### config.mk
export PLATFORM = sky130hd
export DESIGN_NAME = sampled_value_monitor
export DESIGN_NICKNAME = d
export VERILOG_FILES = /design/src/rtl/svm_pkg.sv /design/src/rtl/svm_history.sv /design/src/rtl/sampled_value_monitor.sv
export SDC_FILE = /design/constraint.sdc
export NUM_CORES = 1
export LEC_CHECK = 0
export ABC_CLOCK_PERIOD_IN_PS = 5400
export CAP_MARGIN = 20
export CORE_AREA = 2 2 100 102
export DETAILED_ROUTE_END_ITERATION = 16
export DIE_AREA = 0 0 102 104
export PLACE_DENSITY = 0.83
export SYNTH_ARGS = -nofsm -noshare
export SYNTH_HDL_FRONTEND = slang
export SYNTH_SLANG_ARGS = --single-unit
### constraint.sdc
create_clock -name clk -period 5.4 [get_ports clk]
set_input_delay 0.54 -clock clk [delete_from_list [all_inputs] [get_ports clk]]
set_output_delay 0.54 -clock clk [all_outputs]
set_load 0.05 [all_outputs]
### src/rtl/svm_pkg.sv
// Shared types and helpers for the sampled-value monitor.
//   svm_mode_e    : expectation checked on each sample (CHANGED/STABLE/ROSE/FELL)
//   svm_state_e   : monitor FSM states (WARMUP/CHECK/HALT)
//   svm_expect_ok : 1 when the sampled-value flags satisfy the selected expectation
package svm_pkg;

    typedef enum logic [1:0] {
        CHANGED = 2'd0,
        STABLE  = 2'd1,
        ROSE    = 2'd2,
        FELL    = 2'd3
    } svm_mode_e;

    typedef enum logic [1:0] {
        WARMUP = 2'd0,
        CHECK  = 2'd1,
        HALT   = 2'd2
    } svm_state_e;

    function automatic logic svm_expect_ok(input svm_mode_e mode,
                                           input logic      stable,
                                           input logic      rose,
                                           input logic      fell);
        logic ok;
        case (mode)
            STABLE:  ok = stable;
            ROSE:    ok = rose;
            FELL:    ok = fell;
            default: ok = !stable;
        endcase
        return ok;
    endfunction

endpackage

### src/rtl/svm_history.sv
// Enabled sample history for the sampled-value monitor.
// Stage 0 holds the most recent sample; stage DEPTH holds the sample taken
// DEPTH enabled samples before it. A saturating sample counter qualifies
// past_val.
//   clk, rst    : clock, synchronous active-high reset
//   sample      : capture din this edge and shift the history
//   clear       : forget all samples (count and past_valid to 0)
//   din         : value to capture
//   prev        : most recent stored sample (s_{k-1} relative to din)
//   past_val    : sample DEPTH samples older than the most recent one
//   past_valid  : past_val holds a real sample
module svm_history #(
    parameter int WIDTH = 1,
    parameter int DEPTH = 4
) (
    input  logic             clk,
    input  logic             rst,
    input  logic             sample,
    input  logic             clear,
    input  logic [WIDTH-1:0] din,
    output logic [WIDTH-1:0] prev,
    output logic [WIDTH-1:0] past_val,
    output logic             past_valid
);

    localparam int            NW      = $clog2(DEPTH + 2);
    localparam logic [NW-1:0] N_MAX   = NW'(DEPTH + 1);
    localparam logic [NW-1:0] N_DEPTH = NW'(DEPTH);

    logic [WIDTH-1:0] hist [DEPTH+1];
    logic [NW-1:0]    n_q;

    always_ff @(posedge clk) begin
        if (rst) begin
            for (int i = 0; i <= DEPTH; i++) hist[i] <= '0;
            n_q        <= '0;
            past_valid <= 1'b0;
        end else if (clear) begin
            // History contents are left alone; the count alone decides validity.
            n_q        <= '0;
            past_valid <= 1'b0;
        end else if (sample) begin
            hist[0] <= din;
            for (int i = 1; i <= DEPTH; i++) hist[i] <= hist[i-1];
            if (n_q != N_MAX) n_q <= n_q + NW'(1);
            // After this sample the count is n_q+1; valid once it exceeds DEPTH.
            past_valid <= (n_q >= N_DEPTH);
        end
    end

    assign prev     = hist[0];
    assign past_val = hist[DEPTH];

endmodule

### src/rtl/sampled_value_monitor.sv
// Sampled-value checker: registered RTL equivalents of $stable/$changed/
// $rose/$fell/$past on val, a selectable expectation check, and failure
// bookkeeping (saturating count, cycle of first failure).
//   clk, rst                     : clock, synchronous active-high reset
//   en                           : sampling enable; low restarts warm-up
//   mode                         : expectation (svm_mode_e encoding)
//   val                          : monitored value
//   stable/changed/rose/fell     : flags for the latest sample
//   past_val, past_valid         : sample DEPTH samples ago and its qualifier
//   fail                         : one-cycle pulse on a violated expectation
//   halted                       : monitor stopped after a failure
//   fail_count, first_fail_cyc   : failure count and cyc of first failure
//   cyc                          : free-running cycle count since reset
//   state                        : FSM state, exported for observation
// en is a level-qualified sample strobe: a sample is taken on every rising
// edge where en is high and the monitor is not halted. There is no back-pressure.
module sampled_value_monitor
    import svm_pkg::*;
#(
    parameter int WIDTH        = 1,
    parameter int DEPTH        = 4,
    parameter int CNT_W        = 32,
    parameter bit STOP_ON_FAIL = 1'b1
) (
    input  logic             clk,
    input  logic             rst,
    input  logic             en,
    input  logic [1:0]       mode,
    input  logic [WIDTH-1:0] val,
    output logic             stable,
    output logic             changed,
    output logic             rose,
    output logic             fell,
    output logic [WIDTH-1:0] past_val,
    output logic             past_valid,
    output logic             fail,
    output logic             halted,
    output logic [CNT_W-1:0] fail_count,
    output logic [CNT_W-1:0] first_fail_cyc,
    output logic [CNT_W-1:0] cyc,
    output svm_state_e       state
);

    svm_state_e       state_q, state_d;
    logic             sample, clear;
    logic [WIDTH-1:0] prev;
    logic             cur_stable, cur_rose, cur_fell, violation;

    svm_history #(.WIDTH(WIDTH), .DEPTH(DEPTH)) u_history (
        .clk        (clk),
        .rst        (rst),
        .sample     (sample),
        .clear      (clear),
        .din        (val),
        .prev       (prev),
        .past_val   (past_val),
        .past_valid (past_valid)
    );

    // Next state and the combinational view of the sample on this edge.
    always_comb begin
        sample     = en && (state_q != HALT);
        clear      = !en && (state_q != HALT);
        cur_stable = (val == prev);
        cur_rose   = val[0] & ~prev[0];
        cur_fell   = ~val[0] & prev[0];
        // Only CHECK has a valid previous sample; en low means no sample at all.
        violation  = (state_q == CHECK) && en &&
                     !svm_expect_ok(svm_mode_e'(mode), cur_stable, cur_rose, cur_fell);
        state_d    = state_q;
        case (state_q)
            WARMUP:  if (en) state_d = CHECK;
            CHECK: begin
                if (!en)                            state_d = WARMUP;
                else if (violation && STOP_ON_FAIL) state_d = HALT;
            end
            HALT:    state_d = HALT;
            default: state_d = WARMUP;
        endcase
    end

    always_ff @(posedge clk) begin
        if (rst) begin
            state_q        <= WARMUP;
            halted         <= 1'b0;
            stable         <= 1'b0;
            changed        <= 1'b0;
            rose           <= 1'b0;
            fell           <= 1'b0;
            fail           <= 1'b0;
            fail_count     <= '0;
            first_fail_cyc <= '0;
            cyc            <= '0;
        end else begin
            state_q <= state_d;
            halted  <= (state_d == HALT);
            cyc     <= cyc + CNT_W'(1);
            fail    <= violation;
            if (violation) begin
                if (fail_count != '1) fail_count <= fail_count + CNT_W'(1);
                if (fail_count == '0) first_fail_cyc <= cyc;
            end
            // Flags freeze in HALT; otherwise they describe the sample just taken.
            if (state_q != HALT) begin
                if (en && state_q == CHECK) begin
                    stable  <= cur_stable;
                    changed <= !cur_stable;
                    rose    <= cur_rose;
                    fell    <= cur_fell;
                end else begin
                    stable  <= 1'b0;
                    changed <= 1'b0;
                    rose    <= 1'b0;
                    fell    <= 1'b0;
                end
            end
        end
    end

    assign state = state_q;

endmodule

==> flow_summary.ini, run 1 <==
[cts]
cts_buffers = 17
cts_root_buf = clkbuf_8
cts_tree = yes
cts_setup_buffers = 0
clk_pin_slew_worst_paths_ns = 0.06
clk_path_buf_depth = 2
clock_sinks = 113
clock_latency_ns = 0.50
htreeDepth = 4
cts-hold-fix-buffers = 0
cts_resized = 0

[worst_setup_path]
worst_setup_path_start_kind = input port
critPathKind = input port to flip-flop
crit_start = val
critical_path_peak_fanout = 26
crit_family = simple AND/OR/NAND/NOR gates
critPathRequiredTime_ns = 5.82
cp-end-kind = flip-flop
cp_num_buf_inv = 2
cp_slowest_cell = or4b_2
slowest_delay_ns = 0.79
crit_chain = clkdlybuf4s50_1 > inv_1 > ha_1 > xnor2_1 > mux2i_4 > nand2_1 > or4b_2 > a21oi_1
worstPathArrival_ns = 3.48
reg2reg_from = u_history.hist[0][0]

[min_path]
hp-start = rst
min_path_type = input port to flip-flop

[floorplan]
die_h_um = 104
core_mm2 = 0.00955
ios = 112
die_area_mm2 = 0.0106
die_w_um = 102
rows = 36
start_util_pct = 52.2

[final_layout]
seqCellArea_mm2 = 0.00231
final_common_cell = clkdlybuf4s50_1
multi_input_area_mm2 = 0.00252
fin_nets = 664
fillCellCount = 744
area_growth_pct = 35.3
n_antenna_cell = 0
drive_above_1_share_pct = 7.85
utilization_pct = 70.6
final_cell_mix = 110 x clkdlybuf4s50_1, 108 x dfxtp_1, 86 x nor2_1, 33 x a21oi_1, 33 x mux2i_1

[sta]
period_minus_slack_ns = 3.06
fin_hold_ws_ns = 0.453
rsz0062_at_grt = false
finalHoldViolCount = 0
clock_skew_ns = 0.0108
fin_setup_tns_ns = 0
finalSetupViolations = 0
slew_viol_final = 0
max_freq_ghz = 0.327
worst_pin_slew_ns = 1.02
period_share_pct = 56.6
slew_headroom_pct = 31.6

[route]
vias = 4444
drc = 0
wl_per_cell_um = 15.4
dr.pass1.iters = 4
via_per_inst = 5.59
drt-initial-drc-count = 211
ant_nets = 0
wirelength_um = 12300

[global_routing]
antenna_found_initial = 0
grt_pass1_vias = 4156
grt_first_pass_wirelength_um = 20200
grtUsageTotal_pct = 23.5
overflow = 0
grt_max_degree = 78

[synthesis]
ys.flop_type = dfxtp_1
syn_inst = 541
synth_seq_area_share_pct = 46.4
syn_avg_cell_area_um2 = 9.21
synth_top_area_cell = dfxtp_1
synth_area_mm2 = 0.00498
synth_seq_cells = 113
synthTopCellsByArea = dfxtp_1 43%, mux2i_1 6.6%, nor2_1 6.5%
synth_top_area_share_pct = 43.4
ys_types = 45
synth_edf_count = 5
synthesis.nets = 555
yosys_warnings = 0
ys_async_sr_fraction_pct = 0

[power_and_ir_drop]
p_sw_share_pct = 22.1
total_power_w = 0.00201
power.share.clock_pct = 52.6
p_int_w = 0.00157
p_leak_nw = 2.31
powerDensity_mw_per_mm2 = 299
p_seq_share_pct = 42.5
vdd_drop_max_v = 0.000242
p_sw_w = 0.000446
combinationalPowerShare_pct = 4.9

[place]
hpwlAfterDp_um = 8240
numPortBuffers = 111
gp_congestion = 0.858

[job]
cap_violations = 0

[outcome]
outcome = complete, no violations
==> Yosys cell counts, types with 7 or more instances <==
cell and instances:
dfxtp_1 108, nor2_1 86, a21oi_1 33, mux2i_1 33, nand2_1 27, xor2_1 26
nand3_1 24, nand4_1 24, o31ai_1 16, or4_1 16, clkbuf_1 12, inv_1 12
nor4_1 11, o21ai_0 11, or3_1 10, and3_1 8, ha_1 8, nor2b_1 7
nor3_1 7
==> flip-flops by register name (all words and copies together) (netlist names) <==
signal and flops:
rose 1, first_fail_cyc 32, u_history.hist 5, halted 1, fail 1, fell 1, fail_count 32, cyc 32
u_history.n_q 3, u_history.past_valid 1, stable 1, changed 1, state 2
==> power groups by stage <==
stage / clock, W / combinational [W] / sequential, W
after global routing: 0.00112 / 0.000104 / 0.000857
after floorplan: 0 / 0.0000516 / 0.000890
after detailed placement: 0 / 0.0000973 / 0.000874
after global placement: 0 / 0.0000940 / 0.000874
final: 0.00106 / 0.0000979 / 0.000856
after CTS: 0.00107 / 0.0000981 / 0.000856
==> cell type report <==
class,count,area share (%)
Inverter,12,0.668
Timing Repair Buffer,114,16.8
Clock inverter,10,1.65
Multi-Input combinational cell,392,37.3
Tap cell,133,2.47
Clock buffer,21,6.81
Sequential cell,113,34.3
==> through the flow <==
step                      worst slack, ns  cell area (um^2)  cells
after floorplan                      2.72              4980    541
after global placement               2.02              6170    764
after detailed placement             1.91              6170    764
after CTS                            2.40              6740    795
after global routing                 2.25              6740    795
final                                2.34              6740    795
==> cells by family after synthesis <==
| family | count (synthesis) | synth area share (%) |
|---|---|---|
| xor+xnor | 30 | 5.27 |
| mux | 41 | 8.74 |
| fa+ha+maj | 8 | 2.01 |
| compound gates | 68 | 8.11 |
| simple gates | 245 | 26.2 |
| flops | 113 | 46.4 |
| buf+inv | 36 | 3.26 |
==> worst paths after layout <==
path | to | slack, ns | cells past startpoint
worst min-delay path | cyc[7] | 0.45 | 2
worst max-delay path | fail_count[7] | 2.34 | 8
worst max register to register | fail_count[7] | 2.54 | 6
worst min register to register | u_history.past_valid | 0.48 | 2
==> routing by layer <==
metal | vias to the layer above | GRT usage (%) | share of wire (%) | routed length, um
met3 | 10 | 6.25 | 6.4 | 787
met4 | 0 | 6.10 | 0.64 | 79
li1 | 2177 | - | - | -
met5 | - | 0 | 0 | 0
met1 | 2106 | 30.2 | 42 | 5190
met2 | 151 | 39.0 | 51 | 6220
Power figures use the tool's default switching activity.
==> inputs of run 2 (changes only) <==
--- a/config.mk
+++ b/config.mk
@@ -5,12 +5,12 @@
 export SDC_FILE = /design/constraint.sdc
 export NUM_CORES = 1
 export LEC_CHECK = 0
-export ABC_CLOCK_PERIOD_IN_PS = 5400
+export ABC_CLOCK_PERIOD_IN_PS = 3200
 export CAP_MARGIN = 20
-export CORE_AREA = 2 2 100 102
+export CORE_AREA = 2 2 103 105
 export DETAILED_ROUTE_END_ITERATION = 16
-export DIE_AREA = 0 0 102 104
-export PLACE_DENSITY = 0.83
+export DIE_AREA = 0 0 105 107
+export PLACE_DENSITY = 0.79
 export SYNTH_ARGS = -nofsm -noshare
 export SYNTH_HDL_FRONTEND = slang
 export SYNTH_SLANG_ARGS = --single-unit
==> constraint.sdc (replaced) <==
create_clock -name clk -period 3.2 [get_ports clk]
set_input_delay 0.32 -clock clk [delete_from_list [all_inputs] [get_ports clk]]
set_output_delay 0.32 -clock clk [all_outputs]
set_load 0.05 [all_outputs]
==> run 2 against run 1 <==
Compared with the run above: critical path type is now flip-flop to flip-flop; global-route usage down 1.0 points; total power is 60% higher; via count grew 0.74%; non-clock buffer count rose by 6; clock power up 52%; sequential power up 69%; flip-flop and latch count stayed put; clock skew down 0.0013 ns.
==> flow_summary.ini, run 2 (synthesis results as in run 1) <==
[worst_setup_path]
cp_num_buf_inv = 1
crit_family = simple AND/OR/NAND/NOR gates
critical_path_peak_fanout = 21
crit_chain = nand4_1 > or4_1 > nor3_4 > buf_4 > nor2_1 > o31ai_1
reg2reg_from = fail_count[25]
cp-end-kind = flip-flop
worstPathArrival_ns = 3.05
critPathRequiredTime_ns = 3.62
critPathKind = flip-flop to flip-flop
crit_start = fail_count[25]
cp_slowest_cell = or4_1
slowest_delay_ns = 0.73
worst_setup_path_start_kind = flip-flop

[cts]
clk_path_buf_depth = 2
cts_setup_buffers = 0
clock_sinks = 113
clock_latency_ns = 0.52
cts_buffers = 17
cts_tree = yes
clk_pin_slew_worst_paths_ns = 0.05
cts_root_buf = clkbuf_8
cts-hold-fix-buffers = 0
cts_resized = 0
htreeDepth = 4

[final_layout]
final_common_cell = clkdlybuf4s50_1
drive_above_1_share_pct = 8.10
fin_nets = 670
n_antenna_cell = 0
area_growth_pct = 35.2
biggestRegsByFlops = cyc (32), fail_count (32), first_fail_cyc (32)
final_cell_mix = 110 x clkdlybuf4s50_1, 108 x dfxtp_1, 86 x nor2_1, 33 x a21oi_1, 33 x mux2i_1

[floorplan]
die_h_um = 107
core_mm2 = 0.0101
ios = 112
rows = 37
start_util_pct = 49.4
die_w_um = 105
die_area_mm2 = 0.0112

[sta]
finalSetupViolations = 0
slew_viol_final = 0
clock_skew_ns = 0.00945
finalHoldViolCount = 0
worst_pin_slew_ns = 0.720
max_freq_ghz = 0.380
rsz0062_at_grt = false
period_share_pct = 82.2
period_minus_slack_ns = 2.63
slew_headroom_pct = 51.8
fin_setup_tns_ns = 0

[route]
dr.pass1.iters = 9
ant_nets = 0
drc = 0
wirelength_um = 12500
drt-initial-drc-count = 207
vias = 4477
via_per_inst = 5.58
wl_per_cell_um = 15.5

[outcome]
outcome = complete, no violations

[power_and_ir_drop]
p_int_w = 0.00249
vdd_drop_max_v = 0.000335
power.share.clock_pct = 49.9
powerDensity_mw_per_mm2 = 478
p_seq_share_pct = 44.9
combinationalPowerShare_pct = 5.3
p_sw_share_pct = 22.8
total_power_w = 0.00322
p_sw_w = 0.000734
p_leak_nw = 2.32

[min_path]
hp-start = rst
min_path_type = input port to flip-flop

[place]
hpwlAfterDp_um = 8460
gp_congestion = 0.854
numPortBuffers = 111

[global_routing]
overflow = 0
grt_max_degree = 66
grt_pass1_vias = 4205
grt_first_pass_wirelength_um = 20300
antenna_found_initial = 0
grtUsageTotal_pct = 22.5

[job]
cap_violations = 0
==> run 2: area by class of cell <==
type                       instances  area, um^2
clock buffer                      24         470
clock inverter                     6        35.0
fill                             824        3350
inverter                          12        45.0
multi-input combinational        392        2520
sequential                       113        2310
tap                              136         170
timing repair buffer             120        1190
==> run 2: per-layer routing <==
| metal | vias to the layer above | global-route usage (%) | part of all wire, % | routed length, um |
|---|---|---|---|---|
| li1 | 2181 | - | - | - |
| met1 | 2091 | 26.3 | 42 | 5200 |
| met2 | 177 | 37.6 | 49 | 6050 |
| met3 | 28 | 6.57 | 6.9 | 859 |
| met4 | 0 | 11.2 | 2.8 | 348 |
| met5 | - | 0 | 0 | 0 |
==> run 2: path summary, 6_finish.rpt <==
| check | to | slack (ns) | cells past startpoint |
|---|---|---|---|
| worst max-delay path | fail_count[1] | 0.57 | 6 |
| worst min-delay path | u_history.n_q[0] | 0.32 | 2 |
| worst max register to register | fail_count[1] | 0.57 | 6 |
| worst min register to register | u_history.past_valid | 0.48 | 2 |
==> run 2: worst register-to-register path: cells and delay by family (launching register included) <==
family	cells	cell delay [ns]
DFF	1	0.46
and+or+nand+nor	4	1.59
buffers and inverters	1	0.27
AOI/OAI and AO/OA	1	0.21
==> run 2: through the flow <==
step                hold slack (ns)  std cells  util (%)  instance area (um^2)  setup WS [ns]
floorplan                     0.446        541         -                  4980          0.524
global placement              0.460        773      61.8                  6230          0.284
detailed placement            0.464        773      61.8                  6230          0.222
CTS                           0.291        803      66.8                  6740          0.616
finish                        0.320        803      66.8                  6740          0.568
global route                  0.339        803      66.8                  6740          0.386
==> run 2: power by group through the flow <==
stage	combinational (W)	clock, W	sequential, W
after detailed placement	0.000168	0	0.00147
after global placement	0.000165	0	0.00147
after global routing	0.000182	0.00168	0.00145
final	0.000169	0.00161	0.00145
after CTS	0.000170	0.00162	0.00145
after floorplan	0.0000871	0	0.00150
